===== src/rtl/cdb_bcast.sv =====
// cdb_bcast: two-source (ALU, LSB) result FIFOs with round-robin broadcast onto the common data bus.
// Define CDB_BCAST_BYPASS_EN to let a winning push into an empty FIFO go straight to the bus.
module cdb_bcast_fifo #(
  parameter int DEPTH = 4,
  parameter int W = 41
) (
  input  logic                     clk_in,
  input  logic                     rst_in,
  input  logic                     clr,
  input  logic                     wr,
  input  logic                     rd,
  input  logic [W-1:0]             din,
  output logic [W-1:0]             dout,
  output logic [$clog2(DEPTH):0]   cnt
);
  localparam int AW = $clog2(DEPTH);
  logic [W-1:0] mem [DEPTH];
  logic [AW-1:0] wp, rp;
  always_ff @(posedge clk_in or negedge rst_in)
    if (!rst_in) begin
      wp <= '0;
      rp <= '0;
      cnt <= '0;
    end else if (clr) begin
      wp <= '0;
      rp <= '0;
      cnt <= '0;
    end else begin
      wp <= wr ? wp + 1'b1 : wp;
      rp <= rd ? rp + 1'b1 : rp;
      cnt <= cnt + (AW+1)'(wr) - (AW+1)'(rd);
    end
  always_ff @(posedge clk_in)
    if (wr) mem[wp] <= din;
  assign dout = mem[rp];
endmodule

module cdb_bcast #(
  parameter int FIFO_DEPTH = 4,
  parameter int TAG_W = 4
) (
  input  logic             clk_in,
  input  logic             rst_in,
  input  logic             rdy_in,
  input  logic             flush_in,
  input  logic             alu_valid,
  output logic             alu_ready,
  input  logic [TAG_W-1:0] alu_tag,
  input  logic [4:0]       alu_rd,
  input  logic [31:0]      alu_value,
  input  logic             lsb_valid,
  output logic             lsb_ready,
  input  logic [TAG_W-1:0] lsb_tag,
  input  logic [4:0]       lsb_rd,
  input  logic [31:0]      lsb_value,
  output logic             have_modify,
  output logic [TAG_W-1:0] entry_modify,
  output logic [4:0]       destination_modify,
  output logic [31:0]      value_modify
);
  localparam int AW = $clog2(FIFO_DEPTH);
  localparam int W = TAG_W + 37;
  localparam logic [AW:0] FULL = (AW+1)'(FIFO_DEPTH);
  logic [AW:0] a_cnt, l_cnt;
  logic [W-1:0] a_din, l_din, a_dout, l_dout, bus;
  logic en, a_push, l_push, a_ne, l_ne, a_req, l_req, any, sel_l;
  logic a_pop, l_pop, a_wr, l_wr, rr;
  assign en = rdy_in & ~flush_in;
  assign alu_ready = rdy_in & (a_cnt != FULL);
  assign lsb_ready = rdy_in & (l_cnt != FULL);
  assign a_push = en & alu_valid & alu_ready;
  assign l_push = en & lsb_valid & lsb_ready;
  assign a_din = {alu_tag, alu_rd, alu_value};
  assign l_din = {lsb_tag, lsb_rd, lsb_value};
  assign a_ne = a_cnt != '0;
  assign l_ne = l_cnt != '0;
`ifdef CDB_BCAST_BYPASS_EN
  // an accepted push competes for the bus as if it were already queued
  assign a_req = a_ne | a_push;
  assign l_req = l_ne | l_push;
  assign a_wr = a_push & ~(en & ~sel_l & ~a_ne);
  assign l_wr = l_push & ~(en & sel_l & ~l_ne);
  assign bus = sel_l ? (l_ne ? l_dout : l_din) : (a_ne ? a_dout : a_din);
`else
  assign a_req = a_ne;
  assign l_req = l_ne;
  assign a_wr = a_push;
  assign l_wr = l_push;
  assign bus = sel_l ? l_dout : a_dout;
`endif
  assign any = a_req | l_req;
  assign sel_l = (a_req & l_req) ? rr : l_req;
  assign a_pop = en & any & ~sel_l & a_ne;
  assign l_pop = en & any & sel_l & l_ne;
  cdb_bcast_fifo #(.DEPTH(FIFO_DEPTH), .W(W)) u_alu (
    .clk_in(clk_in), .rst_in(rst_in), .clr(rdy_in & flush_in),
    .wr(a_wr), .rd(a_pop), .din(a_din), .dout(a_dout), .cnt(a_cnt)
  );
  cdb_bcast_fifo #(.DEPTH(FIFO_DEPTH), .W(W)) u_lsb (
    .clk_in(clk_in), .rst_in(rst_in), .clr(rdy_in & flush_in),
    .wr(l_wr), .rd(l_pop), .din(l_din), .dout(l_dout), .cnt(l_cnt)
  );
  // stall and flush both drop the pulse so a held payload is never rebroadcast
  always_ff @(posedge clk_in or negedge rst_in)
    if (!rst_in) begin
      have_modify <= 1'b0;
      entry_modify <= '0;
      destination_modify <= '0;
      value_modify <= '0;
      rr <= 1'b0;
    end else if (!en) begin
      have_modify <= 1'b0;
    end else begin
      have_modify <= any;
      rr <= any ? ~sel_l : rr;
      if (any) {entry_modify, destination_modify, value_modify} <= bus;
    end
endmodule


===== config.mk =====
export PLATFORM = sky130hd
export DESIGN_NAME = cdb_bcast
export DESIGN_NICKNAME = d
export VERILOG_FILES = /design/src/rtl/cdb_bcast.sv
export SDC_FILE = /design/constraint.sdc
export NUM_CORES = 1
export LEC_CHECK = 0
export CAP_MARGIN = 25
export CELL_PAD_IN_SITES_DETAIL_PLACEMENT = 0
export CELL_PAD_IN_SITES_GLOBAL_PLACEMENT = 2
export CORE_ASPECT_RATIO = 1.4
export CORE_MARGIN = 3
export CORE_UTILIZATION = 46
export CTS_CLUSTER_SIZE = 24
export DETAILED_ROUTE_END_ITERATION = 7
export DONT_BUFFER_PORTS = 1
export GPL_TIMING_DRIVEN = 0
export PLACE_DENSITY = 0.78
export REMOVE_ABC_BUFFERS = 1
export SLEW_MARGIN = 15
export SYNTH_ARGS = -nofsm -noshare
export SYNTH_HDL_FRONTEND = slang
export SYNTH_SLANG_ARGS = --single-unit
export TNS_END_PERCENT = 10

===== constraint.sdc =====
create_clock -name clk_in -period 7.1 [get_ports clk_in]
set_clock_uncertainty 0.2 [all_clocks]
set_input_delay 1.775 -clock clk_in [delete_from_list [all_inputs] [get_ports clk_in]]
set_output_delay 1.775 -clock clk_in [all_outputs]
set_load 0.005 [all_outputs]

; ---- Yosys cells after proc, flatten, opt, wreduce, memory -nomap -nowiden
; Memories as Yosys holds them, arrays and structs flattened.
; Index checks and enable logic that the tools add are counted.
[totals]
regBits = 57
ramBits = 328
in_bits = 88
output_inout_bits = 44
word_cells = 64
memories = 2
[mem_list]
columns = memory, words, width, rd, rd_clocked_by_memory_dff, write_ports, line_no
row1 = u_alu.mem, 4, 41, 1, 0, 1, 17  ; logic [W-1:0] mem [DEPTH];
row2 = u_lsb.mem, 4, 41, 1, 0, 1, 17
[classes]
n_addsub = 8
eq_ne = 2
mux = 17
bitwise_logic = 17
reduce_logical = 7
[ops]
columns = operator, count
row1 = 2-to-1 mux 41 bit, 1
row2 = 2-to-1 mux 2 bit, 8
row3 = bitwise AND 1 bit, 14
row4 = "adder 2 x 1 -> 2 bit, second input constant", 4
row5 = nonzero test 2 bit, 4
row6 = adder 3 x 1 -> 3 bit, 2
row7 = 2-to-1 mux 1 bit, 6
row8 = 2-to-1 mux 3 bit, 2
row9 = "!= test 3 bit, second input constant", 2
row10 = nonzero test 3 bit, 2
row11 = subtractor 3 x 1 -> 3 bit, 2
row12 = inverter 1 bit, 2
row13 = AND reduction 2 bit, 1
row14 = OR 1 bit, 1

; ---- Longest topological paths before layout
[logic_depth]
ltp_word = 8
depth_mapped = 12
mapped_depth_nobuf = 10

; ---- By module
; Synthesis repeated with hierarchy kept, for this count alone.
[hier_totals]
hier_cells = 712
hier_area_um2 = 14944.3
[modules_own_cells]
columns = module, instances, cells_per_inst, area_each_um2, seq_area_each_um2
row1 = cdb_bcast_fifo, 2, 251, 6389.9, 5099.9
row2 = cdb_bcast, 1, 210, 2164.6, 1076.0

; ---- Worst setup path before layout
; OpenSTA, ideal clock, no wires.
[synth_timing]
path_kind = input to register
from = input rdy_in
to = register u_lsb.cnt[2]
setup_ns = 0.132
t_arrival_ns = 3.857
required_time_ns = 6.768
setup_slack_ns = 2.911
stages = 12
path_buffers = 2
path_cell_list = nor2b_1 > o211a_1 > clkbuf_1 > clkbuf_1 > ha_1 > inv_1 > ha_1 > inv_1 > fa_1 > xor2_1 > xnor2_1 > nor2_1
[synth_between]
elab_chain_len = 6
word_cells_on_any_way = 11
classes_between = 2 x add/sub / 1 x mux / 8 x bitwise
[synth_lines]
columns = element, line_no
row1 = "start, declared", 44  ; input logic rdy_in,
row2 = bitwise AND 1 bit, 68  ; assign en = rdy_in & ~flush_in;
row3 = bitwise AND 1 bit (on tied branches) (2 in a row), "72, 94"
row4 = adder 3 x 1 -> 3 bit or bitwise AND 1 bit (tied branches), "31, 94"
row5 = subtractor 3 x 1 -> 3 bit, 31  ; cnt <= cnt + (AW+1)'(wr) - (AW+1)'(rd);
row6 = 2-to-1 mux 3 bit (*), 24  ; end else if (clr) begin
row7 = "end signal, assigned", 31
row8 = "end, declared", 14  ; output logic [$clog2(DEPTH):0] cnt
; Every way passes the cells marked *; elsewhere a longest branch is shown, timed or not.
; A chain may end at the register's enable or synchronous reset.

; ---- Final worst setup path
[layout_timing]
from = input rdy_in
to = output lsb_ready
[layout_between]
elab_chain_len = 1
[layout_lines]
columns = element, line_no
row1 = bitwise AND 1 bit, 70  ; assign lsb_ready = rdy_in & (l_cnt != FULL);
row2 = "end, declared", 52  ; output logic lsb_ready,
; Every way passes these cells.

==> out/metrics.cfg <==
[yosys]
synth.top_cell.area_share_pct=68.0
synth_edf_count=328
yosysMostFrequentCell=edfxtp_1
synth-async-reset-ratio_pct=14.8
synth_flop_cell=edfxtp_1
synth_common_cells=328 x edfxtp_1, 87 x nand2_1, 82 x mux4_2
synth.avg_cell_area_um2=20.6
synth_seq_area_share_pct=77.8
synth_area_mm2=0.0145
postSynthCellCount=704
ys_warn_count=0
synth.distinct_cells=27
ys_ff_latch=385
synth_area_leaders=edfxtp_1 68%, mux4_2 13%, dfrtp_1 9.8%
yosys.area.top_type=edfxtp_1

[sta]
period_needed_ns=4.01
final.setup.tns_ns=0
min_period_over_period_pct=56.4
tightest_slew_ns=0.901
hold_violations=0
slew_viol_final=0
maxSlewHeadroom_pct=39.8
fmax_ghz=0.250
setup_violations=0
rsz0062_at_grt=false

[power]
cellPowerDensity_mw_per_mm2=353
p_comb_share_pct=15.1
power_frac_seq_pct=50.8
p_sw_share_pct=25.3
peakVddDrop_uv=243
pwr-share-clk_pct=34.1
p_sw_w=0.00145
intPower_w=0.00429
p_leak_nw=5.45

[worst_setup_path]
r2r_start=u_lsb.cnt[1]$_DFF_PN0_
crit_path_top_delay_cell=a21oi_1
path_class=in2out
path_buf_inv=1
start_kind=input port
path_depth=2
crit_family=compound AO/OA/AOI/OAI gates
startpoint=rdy_in
crit_required_ns=5.12
end_kind=primary output
slowest_delay_ns=0.18
reg2regPathDepth=10
worst-path-max-fanout=4
crit_chain=inv_1 > a21oi_1
critPathArrivalTime_ns=2.03

[routing]
vias=6473
wl_per_cell_um=25.8
detail_route.vias_per_cell=5.70
drt_iter0_drc=421
routed_wl_um=29300
ant_nets=0
route.detailed.drc=0
first_pass_iters=6

[cells_and_area]
area_delta_synth_final_pct=12.1
nNetsFinal=820
drive_gt1_share_pct=22.1
n_antenna_cell=0
final_cell_count_no_fill=1136
seqCellArea_mm2=0.0113
fillers=2365
multi_input_area_mm2=0.00305

[clock_tree]
hold_buffers=0
numCtsBuffers=36
clock-sinks=385
post_cts_buffers=0
cts_resized=0
clkLatencyLatePin_ns=0.53
clock_path_buffers=3
htree_levels=2
cts_tree=yes
clk_pin_slew_ns=0.07
root_buffer=clkbuf_16

[global_routing]
grt_pass1_vias=7303
grt_usage_pct=18.0
antenna_found_initial=0
grt_pass1_wl_um=44500
overflow=0
grt_max_degree=58

[hold_path]
hold_depth=2
worstHoldPathType=reg2reg
min_from=value_modify[5]$_DFFE_PN0N_

[floorplan]
die_h_um=216
core_mm2=0.0309
io_pins=132
dieWidth_um=156
start_util_pct=46.9
dieArea_mm2=0.0337
rows=76

[place]
dp_cells=1070
io_buffers=0
dp_hpwl_um=17200
gp_congestion=0.701

[outcome]
outcome=complete, no violations

[flow_run]
cap_violations=0

## worst register-to-register path: cells and delay by family (launching register included)
| family | cells | cell delay (ns) |
|---|---|---|
| simple gates | 2 | 0.57 |
| compound gates | 1 | 0.77 |
| flops | 1 | 0.43 |
| fa+ha+maj | 3 | 0.89 |
| xor+xnor | 2 | 0.34 |
| buf+inv | 2 | 0.10 |
## area by class of cell
class | instances | share of cell area [%]
clock inverters | 17 | 1.19
flip-flops and latches | 385 | 69.5
clock buffers | 49 | 6.28
inverters | 14 | 0.323
well taps | 390 | 3.00
repair buffers | 11 | 0.947
multi-input cells | 270 | 18.8
## cell families (layout without fill, tap and decap cells)
family / Yosys count / count (layout) / share of synthesized area [%]
flip-flops: 385 / 385 / 77.8
AND/OR/NAND/NOR: 113 / 113 / 3.16
multiplexers: 86 / 86 / 13.0
AO/OA/AOI/OAI: 49 / 49 / 2.79
buffers and inverters: 49 / 91 / 1.41
adder cells (fa/ha/maj): 14 / 14 / 1.31
XOR/XNOR: 8 / 8 / 0.484
## final timing paths
path	to	slack [ns]
max	lsb_ready	3.09
min	value_modify[5]$_DFFE_PN0N_	0.30
max reg2reg	u_alu.cnt[2]$_DFF_PN0_	3.66
min reg2reg	value_modify[5]$_DFFE_PN0N_	0.30
max in group asynchronous	value_modify[13]$_DFFE_PN0N_	5.84
min in group asynchronous	value_modify[18]$_DFFE_PN0N_	0.74
## power groups by stage
stage               registers, W  logic [W]  clock network (W)
finish                   0.00292   0.000869            0.00196
global route             0.00295   0.000966            0.00211
CTS                      0.00293   0.000889            0.00200
detailed placement       0.00297   0.000882                  0
global placement         0.00304   0.000765                  0
floorplan                0.00292   0.000616                  0
## flip-flops by register name, summed over array words and instances, names as in the netlist
| signal | cells |
|---|---|
| u_alu.rp | 2 |
| u_alu.cnt | 3 |
| u_alu.mem | 164 |
| entry_modify | 4 |
| u_alu.wp | 2 |
| u_lsb.rp | 2 |
| u_lsb.cnt | 3 |
| destination_modify | 5 |
| u_lsb.mem | 164 |
| value_modify | 32 |
| have_modify | 1 |
| u_lsb.wp | 2 |
| rr | 1 |
## per-layer routing
layer	share of wire [%]	up-vias	track usage, %
met1	35	3391	20.7
met3	7.1	50	4.75
met5	0	-	0
met2	55	206	32.4
met4	2.5	0	6.01
li1	-	2826	-
## cells in the final DEF (no fill, tap or decap), drive strengths merged, types with 4 or more instances in the layout
master / netlist / final
ha: 12 / 12
mux2i: 4 / 4
nand2: 87 / 87
xnor2: 7 / 7
inv: 14 / 16
buf: 14 / 11
mux4: 82 / 82
nor2: 12 / 12
and2: 11 / 11
edfxtp: 328 / 328
bufinv: 0 / 4
a22oi: 41 / 41
clkinv: 0 / 9
clkbuf: 21 / 49
dfrtp: 57 / 57
## per-stage QoR
step	setup WS, ns	hold slack [ns]	power, W	util, %	cell area [µm²]
4_1_cts	3.08	0.310	0.00582	52.6	16200
6_report	3.09	0.299	0.00574	52.6	16200
3_5_place_dp	2.58	0.295	0.00386	48.6	15000
2_1_floorplan	2.27	0.263	0.00354	-	14300
3_3_place_gp	0.796	0.294	0.00380	48.0	14800
5_1_grt	2.97	0.324	0.00602	52.6	16200
No activity file was read; power rests on OpenSTA's default activity.
